<file path="src/rtl/blake3_msg_sched_if.sv">
// Handshake bundle between the message scheduler, its block source
// and the BLAKE3 round stage.
interface blake3_msg_sched_if #(
  parameter int TAG_W = 32
);
  logic             Valid_I;
  logic             Ready_O;
  logic [511:0]     M_I;
  logic [TAG_W-1:0] Tag_I;
  logic             Valid_O;
  logic             Ready_I;
  logic [511:0]     M_O;
  logic [2:0]       Round_O;
  logic             Last_O;
  logic [TAG_W-1:0] Tag_O;
  logic             Busy_O;

  modport slave (
    input  Valid_I, M_I, Tag_I, Ready_I,
    output Ready_O, Valid_O, M_O, Round_O,
    output Last_O, Tag_O, Busy_O
  );

  modport master (
    output Valid_I, M_I, Tag_I, Ready_I,
    input  Ready_O, Valid_O, M_O, Round_O,
    input  Last_O, Tag_O, Busy_O
  );
endinterface

</file>
<file path="src/rtl/blake3_msg_sched.sv">
// Iterative BLAKE3 message schedule: one permute register walked
// through NUM_ROUNDS rounds per accepted 16-word block.
module blake3_msg_sched #(
  parameter int NUM_ROUNDS = 7,
  parameter int TAG_W      = 32
) (
  input  logic Clk,
  input  logic Rst_n,
  blake3_msg_sched_if.slave bus
);

  typedef enum logic {
    IDLE,
    RUN
  } state_t;

  localparam logic [2:0] LAST_RND = 3'(NUM_ROUNDS - 1);
  localparam int P [16] = '{
    2, 6, 3, 10, 7, 0, 4, 13,
    1, 11, 12, 5, 9, 14, 15, 8
  };

  state_t           state_q, state_d;
  logic [511:0]     m_q, m_d, m_perm;
  logic [TAG_W-1:0] tag_q, tag_d;
  logic [2:0]       rnd_q, rnd_d;
  logic             last;
  logic             ready;

  assign last = (state_q == RUN) && (rnd_q == LAST_RND);

  // Next-round words are a fixed word shuffle of the current ones.
  always_comb begin
    m_perm = '0;
    for (int i = 0; i < 16; i++) begin
      m_perm[32*i +: 32] = m_q[32*P[i] +: 32];
    end
  end

  always_comb begin
    state_d = state_q;
    m_d     = m_q;
    tag_d   = tag_q;
    rnd_d   = rnd_q;
    ready   = 1'b0;
    unique case (state_q)
      IDLE: begin
        ready = 1'b1;
        if (bus.Valid_I) begin
          m_d     = bus.M_I;
          tag_d   = bus.Tag_I;
          rnd_d   = '0;
          state_d = RUN;
        end
      end
      RUN: begin
        if (bus.Ready_I) begin
          if (last) begin
            ready = 1'b1;
            if (bus.Valid_I) begin
              m_d   = bus.M_I;
              tag_d = bus.Tag_I;
              rnd_d = '0;
            end else begin
              state_d = IDLE;
            end
          end else begin
            m_d   = m_perm;
            rnd_d = rnd_q + 3'd1;
          end
        end
      end
      default: state_d = IDLE;
    endcase
  end

  always_ff @(posedge Clk) begin
    if (!Rst_n) begin
      state_q <= IDLE;
      m_q     <= '0;
      tag_q   <= '0;
      rnd_q   <= '0;
    end else begin
      state_q <= state_d;
      m_q     <= m_d;
      tag_q   <= tag_d;
      rnd_q   <= rnd_d;
    end
  end

  assign bus.Ready_O = ready;
  assign bus.Valid_O = (state_q == RUN);
  assign bus.Busy_O  = (state_q == RUN);
  assign bus.Last_O  = last;
  assign bus.M_O     = m_q;
  assign bus.Round_O = rnd_q;
  assign bus.Tag_O   = tag_q;

endmodule

</file>
<file path="src/flat_wrapper.sv">
// flat-port wrapper written by rule: the top's interface ports become plain ports
module blake3_msg_sched_flat 
#(
  parameter int NUM_ROUNDS = 7,
  parameter int TAG_W      = 32
)
  (Clk, Rst_n, bus_Valid_I, bus_M_I, bus_Tag_I, bus_Ready_I, bus_Ready_O, bus_Valid_O, bus_M_O, bus_Round_O, bus_Last_O, bus_Tag_O, bus_Busy_O);
  blake3_msg_sched_if #(.TAG_W(TAG_W)) bus_i ();
  input  logic Clk;
  input  logic Rst_n;
  input wire logic [$bits(bus_i.Valid_I)-1:0] bus_Valid_I;
  input wire logic [$bits(bus_i.M_I)-1:0] bus_M_I;
  input wire logic [$bits(bus_i.Tag_I)-1:0] bus_Tag_I;
  input wire logic [$bits(bus_i.Ready_I)-1:0] bus_Ready_I;
  output wire logic [$bits(bus_i.Ready_O)-1:0] bus_Ready_O;
  output wire logic [$bits(bus_i.Valid_O)-1:0] bus_Valid_O;
  output wire logic [$bits(bus_i.M_O)-1:0] bus_M_O;
  output wire logic [$bits(bus_i.Round_O)-1:0] bus_Round_O;
  output wire logic [$bits(bus_i.Last_O)-1:0] bus_Last_O;
  output wire logic [$bits(bus_i.Tag_O)-1:0] bus_Tag_O;
  output wire logic [$bits(bus_i.Busy_O)-1:0] bus_Busy_O;
  assign bus_i.Valid_I = bus_Valid_I;
  assign bus_i.M_I = bus_M_I;
  assign bus_i.Tag_I = bus_Tag_I;
  assign bus_i.Ready_I = bus_Ready_I;
  assign bus_Ready_O = bus_i.Ready_O;
  assign bus_Valid_O = bus_i.Valid_O;
  assign bus_M_O = bus_i.M_O;
  assign bus_Round_O = bus_i.Round_O;
  assign bus_Last_O = bus_i.Last_O;
  assign bus_Tag_O = bus_i.Tag_O;
  assign bus_Busy_O = bus_i.Busy_O;
  blake3_msg_sched #(.NUM_ROUNDS(NUM_ROUNDS), .TAG_W(TAG_W)) u_core (.Clk(Clk), .Rst_n(Rst_n), .bus(bus_i));
endmodule
</file>
<file path="config.mk">
export PLATFORM = sky130hd
export DESIGN_NAME = blake3_msg_sched_flat
export DESIGN_NICKNAME = d
export VERILOG_FILES = /design/src/rtl/blake3_msg_sched_if.sv /design/src/rtl/blake3_msg_sched.sv /design/src/flat_wrapper.sv
export SDC_FILE = /design/constraint.sdc
export NUM_CORES = 1
export LEC_CHECK = 0
export ABC_AREA = 1
export CAP_MARGIN = 40
export CORE_AREA = 2 2 428 430
export DETAILED_ROUTE_END_ITERATION = 16
export DIE_AREA = 0 0 430 432
export SLEW_MARGIN = 10
export SYNTH_ARGS = -nofsm -noshare
export SYNTH_HDL_FRONTEND = slang
export SYNTH_SLANG_ARGS = --single-unit
</file>
<file path="constraint.sdc">
create_clock -name Clk -period 2.2 [get_ports Clk]
set_clock_uncertainty 0.15 [all_clocks]
set_input_delay 0.44 -clock Clk [delete_from_list [all_inputs] [get_ports Clk]]
set_output_delay 0.44 -clock Clk [all_outputs]
set_load 0.02 [all_outputs]
</file>
[Yosys cells after proc, flatten, opt, wreduce, memory -nomap -nowiden]
Index checks and enable logic that the tools add are counted.
Operators by class
  add/sub/neg operators: 1
  eq/ne operators: 3
  muxes and demuxes: 19
  bitwise gates (word level): 1
  reductions and logical operators: 2
Operators by type and width (count)
  two-way mux 512 bit: 3
  case mux 512 bit (2 select lines): 1
  two-way mux 32 bit: 3
  case mux 32 bit (2 select lines): 1
  two-way mux 3 bit: 3
  case mux 3 bit (2 select lines): 1
  two-way mux 1 bit: 5
  inequality test 2 bit, second input constant: 2
  case mux 1 bit (2 select lines): 2
  adder 3 x 1 -> 3 bit, second input constant: 1
  == test 3 bit, second input constant: 1
  AND reduction 2 bit: 1
  logical AND 1 bit: 1
  inverter 1 bit: 1
Word-level totals
  register bits after elaboration: 548
  input port bits: 548
  output and inout port bits: 551
  logic and storage cells: 30

[Depth between registers and ports, before layout]
Gate-level depths: netlist of run 1.
  depth after elaboration: 5
  mapped depth: 12
  gate-level depth less buffers: 10

[Worst setup path after synthesis of run 1]
OpenSTA, ideal clock, no wires.
  kind: register to output
  start: reg u_core.rnd_q[0] (netlist: u_core.bus.Round_O[0])
  end: out bus_Ready_O
  arrival time: 1451 ps
  required time: 1610 ps
  slack: 159 ps
  stages on the path, launching flop included: 9
  buffers on the path: 2
  cell sequence: dfxtp_1 > inv_1 > ha_1 > nand2_1 > nand2_1 > nand2_2 > inv_2 > buf_4 > buf_2
On the way
  word-level cells in the longest chain between the ends: 5
Ends and longest elaborated chain
  start: declaration: RTL line blake3_msg_sched.sv:26  | logic [2:0] rnd_q, rnd_d;
  start signal: assignment: RTL line blake3_msg_sched.sv:87  | rnd_q <= rnd_d;
  == test 3 bit: RTL line blake3_msg_sched.sv:30  | assign last = (state_q == RUN) && (rnd_q == LAST_RND);
  logical AND 1 bit: RTL line blake3_msg_sched.sv:30
  two-way mux 1 bit: RTL line blake3_msg_sched.sv:58  | if (last) begin
  two-way mux 1 bit: RTL line blake3_msg_sched.sv:57  | if (bus.Ready_I) begin
  case mux 1 bit (2 select lines): RTL line blake3_msg_sched.sv:46  | unique case (state_q)
  end: declaration: RTL line flat_wrapper.sv:15  | output wire logic [$bits(bus_i.Ready_O)-1:0] bus_Ready_O;
No other way between the ends.

[Worst setup path after layout of run 1]
Ends and elaborated chain as after synthesis.

==> results.ini, run 1 <==
[timing]
rsz0062_at_grt=yes
slew_headroom_pct=61.4
worst_pin_slew_ns=0.580
max_freq_mhz=411
final.min_clock_period_ns=2.43
holdWs_ns=0.149
maxSlewViolCount=0
finalSetupViolations=5
hold_viol_final=0
setup_ws_ns=-0.231
period_share_pct=111

[yosys]
synthesis.area_um2=30800
ys_ff_latch=548
avgSynthCellArea_um2=5.54
synth_top_area_share_pct=41.7
yosysWarnings=0
synth_top_area_cell=nand2_1
syn_inst=5552
synth_area_leaders=nand2_1, dfxtp_1, nand3_1
syn-num-nets=6102
ys_seq_area_share_pct=35.7
ys_types=20

[power]
p_leak_uw=0.0272
power.total_uw=31400
p_per_area_nw_per_um2=630
ir_drop_uv=518

[global_routing]
gr-total-overflow=0
busiest_layer=met2
grt_usage_pct=22.1
use_met1_pct=23.9
grt_use_met2_pct=40.2
grt_use_met3_pct=3.94
grt_start_max_net_pins=80
antenna_found_initial=37
grt_pass1_wl_um=292000
first_global_vias=37454

[worst_setup_path]
worst_setup_path_end_kind=primary output
critical_path_arrival_ns=1.84
r2r_end=u_core.bus.M_O[249]
start_kind=flop
worst-r2r-cell-count=14
path_class=reg2out
crit_required_ns=1.61
timing.rr.start=u_core.bus.Round_O[0]
path_max_fanout=2
reg2reg_slack_ns=-0.11

[clock_network]
numCtsBuffers=75
clk_path_buf_depth=3
htree_levels=3
clk_latency_ns=0.72
path_clk_slew_ns=0.06
clock-sinks=548
cts_root_buffer=clkbuf_16
cts_tree=yes

[worst_hold_path]
hold_depth=3
hp-start=bus_Tag_I[9]
min_to=u_core.bus.Tag_O[9]
hold_path.class=in2reg

[placed_design]
placed_cells=9078
post-place-ws_ns=-0.485
gp_congestion=0.938
dpl.hpwl_um=172000
port_buffers=1098

[status]
status=finished with violations
violations=setup timing

[layout]
fin_nets=7346
synthToLayoutAreaGrowth_pct=62.1
drive_gt1_share_pct=10.8
fin_cells=9267
fin_util_pct=27.5

[detailed_routing]
viasPerCell=4.32
vias=40044
drc_errors=0
drt-total-wl_um=216000
firstDrtPassIters=8
initialDrtViolationCount=3681
wire_per_inst_um=23.3
final_antenna_net_count=0

[die]
start_util_pct=16.9
io-pin-count=1099
dieArea_um2=186000
dieHeight_um=432
die_w_um=430
rows=157
core-area_um2=182000

[run]
maxCapViolations=0

==> area by class of cell <==
| class | instances | area [um2] |
|---|---|---|
| Tap cell | 2385 | 2980 |
| Fill cell | 20255 | 132000 |
| Antenna cell | 25 | 62.6 |
| Sequential cell | 548 | 11100 |
| Timing Repair Buffer | 1521 | 14900 |
| Clock inverter | 27 | 269 |
| Clock buffer | 111 | 2190 |
| Multi-Input combinational cell | 4174 | 16600 |
| Inverter | 476 | 1800 |
==> state kept, by name (all words and copies together) (netlist names) <==
register	count
u_core.bus.Tag_O	32
u_core.bus.M_O	512
u_core.bus.Busy_O	1
u_core.bus.Round_O	3
==> worst max-delay path, stage by stage, from the launching register on <==
cell and delay [ns]:
dfxtp_2 0.34, inv_2 0.05, ha_4 0.15, nand2_4 0.08
nand2_4 0.05, buf_6 0.12, nand2_8 0.06, inv_8 0.04
buf_16 0.12, buf_8 0.12
==> cells in the mapped netlist (all sizes together) <==
cell type and instances:
clkinv 1, xor2 1, buf 152, a21oi 99
nand4 18, inv 475, o21ai 18, o21bai 5
nand2 3417, nor2 140, ha 2, dfxtp 548
clkbuf 202, nand3 474
==> how the worst max path moves through the flow <==
stage                     startpoint                  end  cells after the start
5_1_grt        u_core.bus.Round_O[0]          bus_Ready_O                      9
6_report       u_core.bus.Round_O[0]          bus_Ready_O                      9
3_3_place_gp             bus_Ready_I  u_core.bus.M_O[249]                     11
4_1_cts        u_core.bus.Round_O[0]          bus_Ready_O                      9
3_5_place_dp             bus_Ready_I  u_core.bus.M_O[249]                     11
2_1_floorplan  u_core.bus.Round_O[0]          bus_Ready_O                      8
==> metrics by stage <==
step,instance area (um2),setup TNS (ns)
after detailed placement,47100,-180.54
after global placement,47100,-169.26
after global routing,49900,-5.92
after floorplan,30800,0
final,49900,-0.443
after CTS,49400,-0.620
==> cells by family after synthesis <==
kind of cell,synth area share (%)
AO/OA/AOI/OAI,2.03
adder cells (fa/ha/maj),0.0813
AND/OR/NAND/NOR,51.5
flip-flops,35.7
XOR/XNOR,0.0285
buffers and inverters,10.7
==> routing by layer <==
| metal | vias to the layer above | routed length (um) |
|---|---|---|
| li1 | 19146 | - |
| met1 | 18763 | 79100 |
| met2 | 1743 | 111000 |
| met3 | 382 | 13200 |
| met4 | 10 | 13200 |
| met5 | - | 65 |
==> cell usage in the layout, fill, tap and decap left out, types with 14 or more instances in the layout <==
master,Yosys,layout
a21oi_1,99,99
buf_12,0,66
buf_4,4,344
buf_6,0,25
clkbuf_1,202,20
clkbuf_16,0,84
clkbuf_8,0,14
clkdlybuf4s15_1,0,48
clkdlybuf4s15_2,0,70
clkdlybuf4s50_1,0,545
clkinv_2,0,15
dfxtp_1,548,486
dfxtp_2,0,60
diode_2,0,25
dlygate4sd2_1,0,390
inv_1,472,471
nand2_1,3416,3403
nand3_1,474,474
nand4_1,18,18
nor2_1,138,137
o21ai_0,18,18
==> where the power goes <==
part	internal (uW)	leakage (uW)	switching [uW]	total (uW)
Combinational	3090	0.0215	4440	7530
Clock	7290	0.00121	5380	12700
Sequential	10500	0.00450	717	11200
Total	20900	0.0272	10500	31400
==> timing repair <==
item | in CTS | in global routing
pin swaps | 1 | 4
hold buffers | 1 | 0
endpoints found under the hold margin | 12 | 0
gates cloned | 1 | 8
setup endpoints to repair | 635 | 273
buffers inserted | 7 | 10
gates resized for setup | 821 | 50
Power figures use the tool's default switching activity.
==> run 2, diff against run 1 <==
--- a/config.mk
+++ b/config.mk
@@ -6,6 +6,7 @@
 export NUM_CORES = 1
 export LEC_CHECK = 0
 export ABC_AREA = 1
+export ABC_CLOCK_PERIOD_IN_PS = 2200
 export CAP_MARGIN = 40
 export CORE_AREA = 2 2 428 430
 export DETAILED_ROUTE_END_ITERATION = 16
==> results of run 2 <==
No change in the layout: final DEF, timing and power equal those of run 1.
